File: src/rtl/interval_timer_ctrl_if.sv
// interval_timer_ctrl_if
//   Groups the job handshake, completion handshake and counter status
//   signals of the interval timer controller.
//   master : CPU-side config/consumer logic (drives the job and acknowledges completion)
//   slave  : the controller itself
// Signals
//   start_valid/start_ready      job request handshake
//   start_period[WIDTH]          ticks per expiry, 0 encodes 2^WIDTH
//   start_prescale[PRESCALE_W]   clk cycles per tick minus 1
//   start_mode                   0 one-shot, 1 periodic
//   stop                         abort current job
//   cnt_q, cnt_en, expire, busy  counter status
//   done_valid/done_ready        one-shot completion handshake
interface interval_timer_ctrl_if #(
  parameter int WIDTH      = 4,
  parameter int PRESCALE_W = 4
) ();
  logic                  start_valid;
  logic                  start_ready;
  logic [WIDTH-1:0]      start_period;
  logic [PRESCALE_W-1:0] start_prescale;
  logic                  start_mode;
  logic                  stop;
  logic [WIDTH-1:0]      cnt_q;
  logic                  cnt_en;
  logic                  expire;
  logic                  busy;
  logic                  done_valid;
  logic                  done_ready;

  modport master (
    output start_valid, start_period, start_prescale, start_mode, stop, done_ready,
    input  start_ready, cnt_q, cnt_en, expire, busy, done_valid
  );

  modport slave (
    input  start_valid, start_period, start_prescale, start_mode, stop, done_ready,
    output start_ready, cnt_q, cnt_en, expire, busy, done_valid
  );
endinterface

File: src/rtl/interval_timer_ctrl.sv
// interval_timer_ctrl
//   Sequences a WIDTH-bit interval counter. A job (period, prescale, mode)
//   is accepted in IDLE; in RUN a prescaler gates counter ticks, the
//   terminal tick pulses expire and either re-arms (periodic) or moves to
//   DONE and raises done_valid until the consumer accepts it (one-shot).
// Ports
//   clk    in  clock, rising edge
//   reset  in  asynchronous, active-high reset
//   bus    slave modport of interval_timer_ctrl_if (job, status, completion)
module interval_timer_ctrl #(
  parameter int WIDTH      = 4,
  parameter int PRESCALE_W = 4
) (
  input logic                  clk,
  input logic                  reset,
  interval_timer_ctrl_if.slave bus
);

  typedef enum logic [1:0] {
    IDLE = 2'b00,
    RUN  = 2'b01,
    DONE = 2'b10
  } state_t;

  state_t                state;
  state_t                next_state;

  logic [WIDTH-1:0]      period_q;
  logic [PRESCALE_W-1:0] prescale_q;
  logic                  mode_q;
  logic [PRESCALE_W-1:0] presc_cnt;
  logic [WIDTH-1:0]      cnt_q;
  logic [WIDTH-1:0]      cnt_plus;
  logic                  cnt_en;
  logic                  expire;
  logic                  busy;
  logic                  done_valid;
  logic                  tick;
  logic                  terminal;

  assign bus.cnt_q      = cnt_q;
  assign bus.cnt_en     = cnt_en;
  assign bus.expire     = expire;
  assign bus.busy       = busy;
  assign bus.done_valid = done_valid;

  // State register
  always_ff @(posedge clk or posedge reset) begin
    if (reset) state <= IDLE;
    else       state <= next_state;
  end

  // Next-state and decoded outputs. The terminal compare wraps at WIDTH
  // bits, so a period of 0 naturally means "terminal when cnt_q is all ones".
  always_comb begin
    next_state      = state;
    bus.start_ready = 1'b0;
    cnt_plus        = cnt_q + 1'b1;
    tick            = (state == RUN) && (presc_cnt == prescale_q);
    terminal        = (cnt_plus == period_q);
    case (state)
      IDLE: begin
        bus.start_ready = 1'b1;
        if (bus.start_valid) next_state = RUN;
      end
      RUN: begin
        if (bus.stop)                         next_state = IDLE;
        else if (tick && terminal && !mode_q) next_state = DONE;
      end
      DONE: begin
        if (bus.stop || bus.done_ready) next_state = IDLE;
      end
      default: next_state = IDLE;
    endcase
  end

  // Job latch, prescaler, counter and registered status outputs.
  // stop is checked before the tick so an abort suppresses cnt_en/expire.
  always_ff @(posedge clk or posedge reset) begin
    if (reset) begin
      period_q   <= '0;
      prescale_q <= '0;
      mode_q     <= 1'b0;
      presc_cnt  <= '0;
      cnt_q      <= '0;
      cnt_en     <= 1'b0;
      expire     <= 1'b0;
      busy       <= 1'b0;
      done_valid <= 1'b0;
    end else begin
      cnt_en <= 1'b0;
      expire <= 1'b0;
      busy   <= (next_state == RUN) || (next_state == DONE);
      case (state)
        IDLE: begin
          if (bus.start_valid) begin
            period_q   <= bus.start_period;
            prescale_q <= bus.start_prescale;
            mode_q     <= bus.start_mode;
            presc_cnt  <= '0;
            cnt_q      <= '0;
          end
        end
        RUN: begin
          if (bus.stop) begin
            presc_cnt <= '0;
            cnt_q     <= '0;
          end else if (tick) begin
            presc_cnt <= '0;
            cnt_en    <= 1'b1;
            if (terminal) begin
              cnt_q  <= '0;
              expire <= 1'b1;
              if (!mode_q) done_valid <= 1'b1;
            end else begin
              cnt_q <= cnt_plus;
            end
          end else begin
            presc_cnt <= presc_cnt + 1'b1;
          end
        end
        DONE: begin
          cnt_q     <= '0;
          presc_cnt <= '0;
          if (bus.stop || bus.done_ready) done_valid <= 1'b0;
        end
        default: begin
          cnt_q      <= '0;
          presc_cnt  <= '0;
          done_valid <= 1'b0;
        end
      endcase
    end
  end

endmodule

File: src/flat_wrapper.sv
// flat-port wrapper written by rule: the top's interface ports become plain ports
module interval_timer_ctrl_flat 
#(
  parameter int WIDTH      = 4,
  parameter int PRESCALE_W = 4
)
  (clk, reset, bus_start_valid, bus_start_period, bus_start_prescale, bus_start_mode, bus_stop, bus_done_ready, bus_start_ready, bus_cnt_q, bus_cnt_en, bus_expire, bus_busy, bus_done_valid);
  interval_timer_ctrl_if #(.WIDTH(WIDTH), .PRESCALE_W(PRESCALE_W)) bus_i ();
  input logic clk;
  input logic reset;
  input wire logic [$bits(bus_i.start_valid)-1:0] bus_start_valid;
  input wire logic [$bits(bus_i.start_period)-1:0] bus_start_period;
  input wire logic [$bits(bus_i.start_prescale)-1:0] bus_start_prescale;
  input wire logic [$bits(bus_i.start_mode)-1:0] bus_start_mode;
  input wire logic [$bits(bus_i.stop)-1:0] bus_stop;
  input wire logic [$bits(bus_i.done_ready)-1:0] bus_done_ready;
  output wire logic [$bits(bus_i.start_ready)-1:0] bus_start_ready;
  output wire logic [$bits(bus_i.cnt_q)-1:0] bus_cnt_q;
  output wire logic [$bits(bus_i.cnt_en)-1:0] bus_cnt_en;
  output wire logic [$bits(bus_i.expire)-1:0] bus_expire;
  output wire logic [$bits(bus_i.busy)-1:0] bus_busy;
  output wire logic [$bits(bus_i.done_valid)-1:0] bus_done_valid;
  assign bus_i.start_valid = bus_start_valid;
  assign bus_i.start_period = bus_start_period;
  assign bus_i.start_prescale = bus_start_prescale;
  assign bus_i.start_mode = bus_start_mode;
  assign bus_i.stop = bus_stop;
  assign bus_i.done_ready = bus_done_ready;
  assign bus_start_ready = bus_i.start_ready;
  assign bus_cnt_q = bus_i.cnt_q;
  assign bus_cnt_en = bus_i.cnt_en;
  assign bus_expire = bus_i.expire;
  assign bus_busy = bus_i.busy;
  assign bus_done_valid = bus_i.done_valid;
  interval_timer_ctrl #(.WIDTH(WIDTH), .PRESCALE_W(PRESCALE_W)) u_core (.clk(clk), .reset(reset), .bus(bus_i));
endmodule
File: config.mk
export PLATFORM = sky130hd
export DESIGN_NAME = interval_timer_ctrl_flat
export DESIGN_NICKNAME = d
export VERILOG_FILES = /design/src/rtl/interval_timer_ctrl_if.sv /design/src/rtl/interval_timer_ctrl.sv /design/src/flat_wrapper.sv
export SDC_FILE = /design/constraint.sdc
export NUM_CORES = 1
export LEC_CHECK = 0
export CAP_MARGIN = 20
export CORE_ASPECT_RATIO = 1.1
export CORE_MARGIN = 4
export CORE_UTILIZATION = 40
export CTS_BUF_LIST = sky130_fd_sc_hd__clkbuf_16
export CTS_CLUSTER_SIZE = 16
export DETAILED_ROUTE_END_ITERATION = 12
export PLACE_DENSITY_LB_ADDON = 0.1
export SLEW_MARGIN = 10
export SYNTH_ARGS = -nofsm -noshare
export SYNTH_HDL_FRONTEND = slang
export SYNTH_SLANG_ARGS = --single-unit
File: constraint.sdc
create_clock -name clk -period 2.8 [get_ports clk]
set_input_delay 0.28 -clock clk [delete_from_list [all_inputs] [get_ports clk]]
set_output_delay 0.28 -clock clk [all_outputs]
set_load 0.01 [all_outputs]
==> run summary <==
The switching share of power was 25.9%; the internal power summed over all cells was 0.677 mW. The run gives 0 as the post-CTS setup buffer count. At the pin with the least slew margin, the transition time is 0.847 ns. Port buffering added 22 buffers. For this configuration, the core starts out at a cell density of 41.4%. The area growth from synthesis to layout is 29.4%.

The total overflow left after global routing is 0. The first global-routing pass estimated 3.51 mm of wire. In the final timing run, aggregate negative setup slack is 0 ns. After synthesis the cells add up to 0.00114 sq mm.

The slowest stage of the critical path belongs to the cell sky130_fd_sc_hd__dfrtp_1. Summed over all layers, the routed wires come to 1.98 mm. In this run, post-CTS repair resized a total of 0 instances. The netlist uses 35 different library cells. The class of the most critical hold timing path was reg2reg. In this run the core area contains 20 standard-cell rows. The logs give 0 for the max-slew violation count and 1.52 mm for the total half-perimeter wirelength after legalization and detailed placement. The worst pin sits at a relative slew slack of 43.4%. The signal on the critical path passes through ha_1 -> xor2_1 -> xnor2_1 -> nand4_4 -> a32oi_1 -> o31ai_2. The logs give 0.00275 sq mm for the area of the placeable core and 0 for the final routed DRC violation total. The congestion estimate from routability-driven global placement came to 0.728. The tools report the number of warnings printed during yosys synthesis as 0.

Dividing the detail-routed wire length by the instance count gives 13.0 um. Setup repair after global routing left no endpoint under its margin. With fillers left out, the area of the finished cells amounts to 0.00148 sq mm.

The hold violation total from the final report was 0. The tools report the number of clock sinks seen by CTS as 23. The total power was 0.914 mW.

The mean instance size in the synthesized netlist works out to 12.1 sq um. The final worst-path setup slack is 0.974 ns. Clock insertion delay at the later pin of the skew report: 0.25 ns. For the final worst clock skew, the log shows 0.00171 ns. For this run, the top clock speed supported by timing is 0.548 GHz.

Summed over all instances, the cell type with the most area after synthesis is sky130_fd_sc_hd__dfrtp_1. Per report_power, the clock group accounts for 32.8% of the total. The final critical delay including setup and external delays is 1.83 ns. The run finished with clean final reports. The filler-free cell count of the finished design is 152. Global routing consumed, over all layers together, 12.2% of the routing resources. Among all cell types in the netlist, the one instantiated most often is sky130_fd_sc_hd__dfrtp_1. For the layout filler cell count, the log shows 260. The first-pass detailed-route iteration total was 4; the end-of-flow core utilization was 53.6%.

Depth of the most critical reg-to-reg path: 6. At the worst endpoint, the required time is 2.93 ns. STA puts the critical path data arrival time at 1.95 ns. Cells with a size suffix above 1 make up 16.8% of the layout. The hold path startpoint is u_core.bus.done_valid. Synthesis produced 94 cells. The synthesized net count was 110; the deepest level of the CTS H-tree was 1. Of the total power, registers draw 45.7%. The endpoint of the lowest-slack register-to-register path was u_core.bus.cnt_q[3].

The worst register-to-register path begins at u_core.bus.cnt_q[0]. Leading register cell type out of synthesis: sky130_fd_sc_hd__dfrtp_1. The total inserted antenna cells is 0, and the number of nets at the end of the flow is 136. Family with the most delay on the worst path: flip-flops. The die width came out at 58.9 um. Prior to clock tree synthesis, the placed netlist has a worst setup slack of 0.976 ns. The buffer levels on the longest clock path is 2, and the area fraction of the dominant cell type after synthesis is 50.5%. IR analysis of the VDD net gives a maximum drop of 0.396 mV. For this design the static power due to leakage is 0.637 nW. The number of buffers inserted for hold repair after clock tree synthesis was 0. The number of buffers inserted during clock tree synthesis is 3. The maximum fanout count along the critical path is 8, and the total power density per cell area is 620 mW/mm^2. The tools report the fraction of power consumed by combinational cells as 21.5%.

The first routing iteration left 17 violations. The detail route stage leaves a number of antenna-violating nets equal to 0. Ranked by total cell area, the synthesized netlist is headed by sky130_fd_sc_hd__dfrtp_1 (50%), sky130_fd_sc_hd__mux2_2 (5.9%), sky130_fd_sc_hd__xnor2_1 (4.6%). Number of synthesized register bits: 23. The logs give 787 for the number of global-route vias before repair and 23 for the number of top-level design ports. The commonest cells after synthesis are sky130_fd_sc_hd__dfrtp_1 (23), sky130_fd_sc_hd__nand2_1 (8), sky130_fd_sc_hd__mux2_2 (6), sky130_fd_sc_hd__nor2_1 (6), sky130_fd_sc_hd__xnor2_1 (6). The number of vias after detailed routing was 764. STA classifies the critical path endpoint as a flop.

Including well taps, the total number of placed cells is 148. Hold timing on the final database bottoms out at a slack of 0.484 ns. The share of async-settable or async-resettable flops after synthesis was 100%. The die is 64.0 um tall. The element type at the critical path start was a flop. TritonCTS built the clock tree. The cell at the root of the clock tree was sky130_fd_sc_hd__clkbuf_16.

The clock slew seen by the registers of the worst setup and hold paths is 0.06 ns. The worst setup path is of the reg2reg kind. Counting both buffers and inverters, the worst setup path holds a total of 0. The placed instances occupy a cell area of 0.00140 sq mm. Across the run, the number of max-cap violations was 0. The post-route fraction of the period consumed by the critical path was 65.2%.

The total stage count of the critical path is 6, and the sequential area share after synthesis is 50.5%. The maximum number of pins on one net before global-route repair was 24. Setup slack on the worst reg-to-reg path comes out at 0.97 ns. Dividing the detail-routed via count by the number of cells gives 5.03. In this design, the stage delay of the slowest critical-path cell is 0.45 ns. The number of antenna violations at the first check in global routing was 0; the number of endpoints failing setup at the final stage was 0. For this design the total switching power over the nets is 0.237 mW. The floorplan step defined a die boundary enclosing 0.00377 sq mm. Number of cells traversed by the worst hold path: 1.

Worst min-delay path endpoint: u_core.bus.done_valid. In this run, synthesis inferred 0 flip-flops with an integrated enable.
## sequential cells by signal, summed over array words and instances, names as in the netlist
name                   flops
u_core.presc_cnt           4
u_core.bus.busy            1
u_core.bus.cnt_q           4
u_core.mode_q              1
u_core.bus.done_valid      1
u_core.bus.cnt_en          1
u_core.bus.expire          1
u_core.period_q            4
u_core.prescale_q          4
u_core.state               2
## area by class of cell
class	count	area (sq um)	area share, %
Clock inverter	1	3.75	0.254
Clock buffer	3	75.1	5.09
Sequential cell	23	576	39.0
Multi-Input combinational cell	68	547	37.1
Tap cell	33	41.3	2.80
Timing Repair Buffer	22	220	14.9
Inverter	2	12.5	0.848
## metal layers
layer	vias to the layer above	wire length [um]	share of wire (%)	GRT usage [%]
met5	-	0	0	0
met4	0	18	0.91	4.25
met3	2	101	5.1	2.63
met2	14	1040	53	21.5
met1	367	820	41	14.1
li1	381	-	-	-
## cells in the final DEF (no fill, tap or decap), drive strengths merged, types with 3 or more instances in the layout
cell type       n
nor2            6
and2            3
o21ai           3
xnor2           8
clkbuf          3
dfrtp          23
mux2            9
nand2           9
xor2            4
clkdlybuf4s50  22
nand4           4
a21o            3
nor3            4
## logic make-up after synthesis
family	Yosys count	share of synthesized area, %
AO/OA/AOI/OAI	11	7.24
XOR/XNOR	12	10.5
AND/OR/NAND/NOR	33	18.2
flip-flops	23	50.5
multiplexers	10	9.77
adder cells (fa/ha/maj)	2	2.20
buffers and inverters	3	1.54
## power by group through the flow
stage | Clock [mW] | Combinational, mW | Sequential, mW
final | 0.300 | 0.197 | 0.418
after global placement | 0 | 0.197 | 0.423
after CTS | 0.307 | 0.201 | 0.419
after global routing | 0.325 | 0.219 | 0.426
after detailed placement | 0 | 0.201 | 0.425
after floorplan | 0 | 0.140 | 0.418
## how the worst max path moves through the flow
| stage | start | end | slack, ns |
|---|---|---|---|
| detailed placement | u_core.bus.cnt_q[0] | u_core.bus.cnt_q[3] | 0.98 |
| CTS | u_core.bus.cnt_q[0] | u_core.bus.cnt_q[3] | 0.95 |
| global placement | u_core.bus.cnt_q[0] | u_core.bus.cnt_q[3] | 0.99 |
| floorplan | u_core.bus.cnt_q[0] | u_core.bus.cnt_q[3] | 1.08 |
| finish | u_core.bus.cnt_q[0] | u_core.bus.cnt_q[3] | 0.97 |
| global route | u_core.bus.cnt_q[0] | u_core.bus.cnt_q[3] | 0.81 |
## worst register-to-register path, cell delays in order, from the launching register on
cell	delay, ns
sky130_fd_sc_hd__dfrtp_1	0.45
sky130_fd_sc_hd__ha_1	0.27
sky130_fd_sc_hd__xor2_1	0.16
sky130_fd_sc_hd__xnor2_1	0.25
sky130_fd_sc_hd__nand4_4	0.22
sky130_fd_sc_hd__a32oi_1	0.27
sky130_fd_sc_hd__o31ai_2	0.09
No activity file was read; power rests on OpenSTA's default activity.
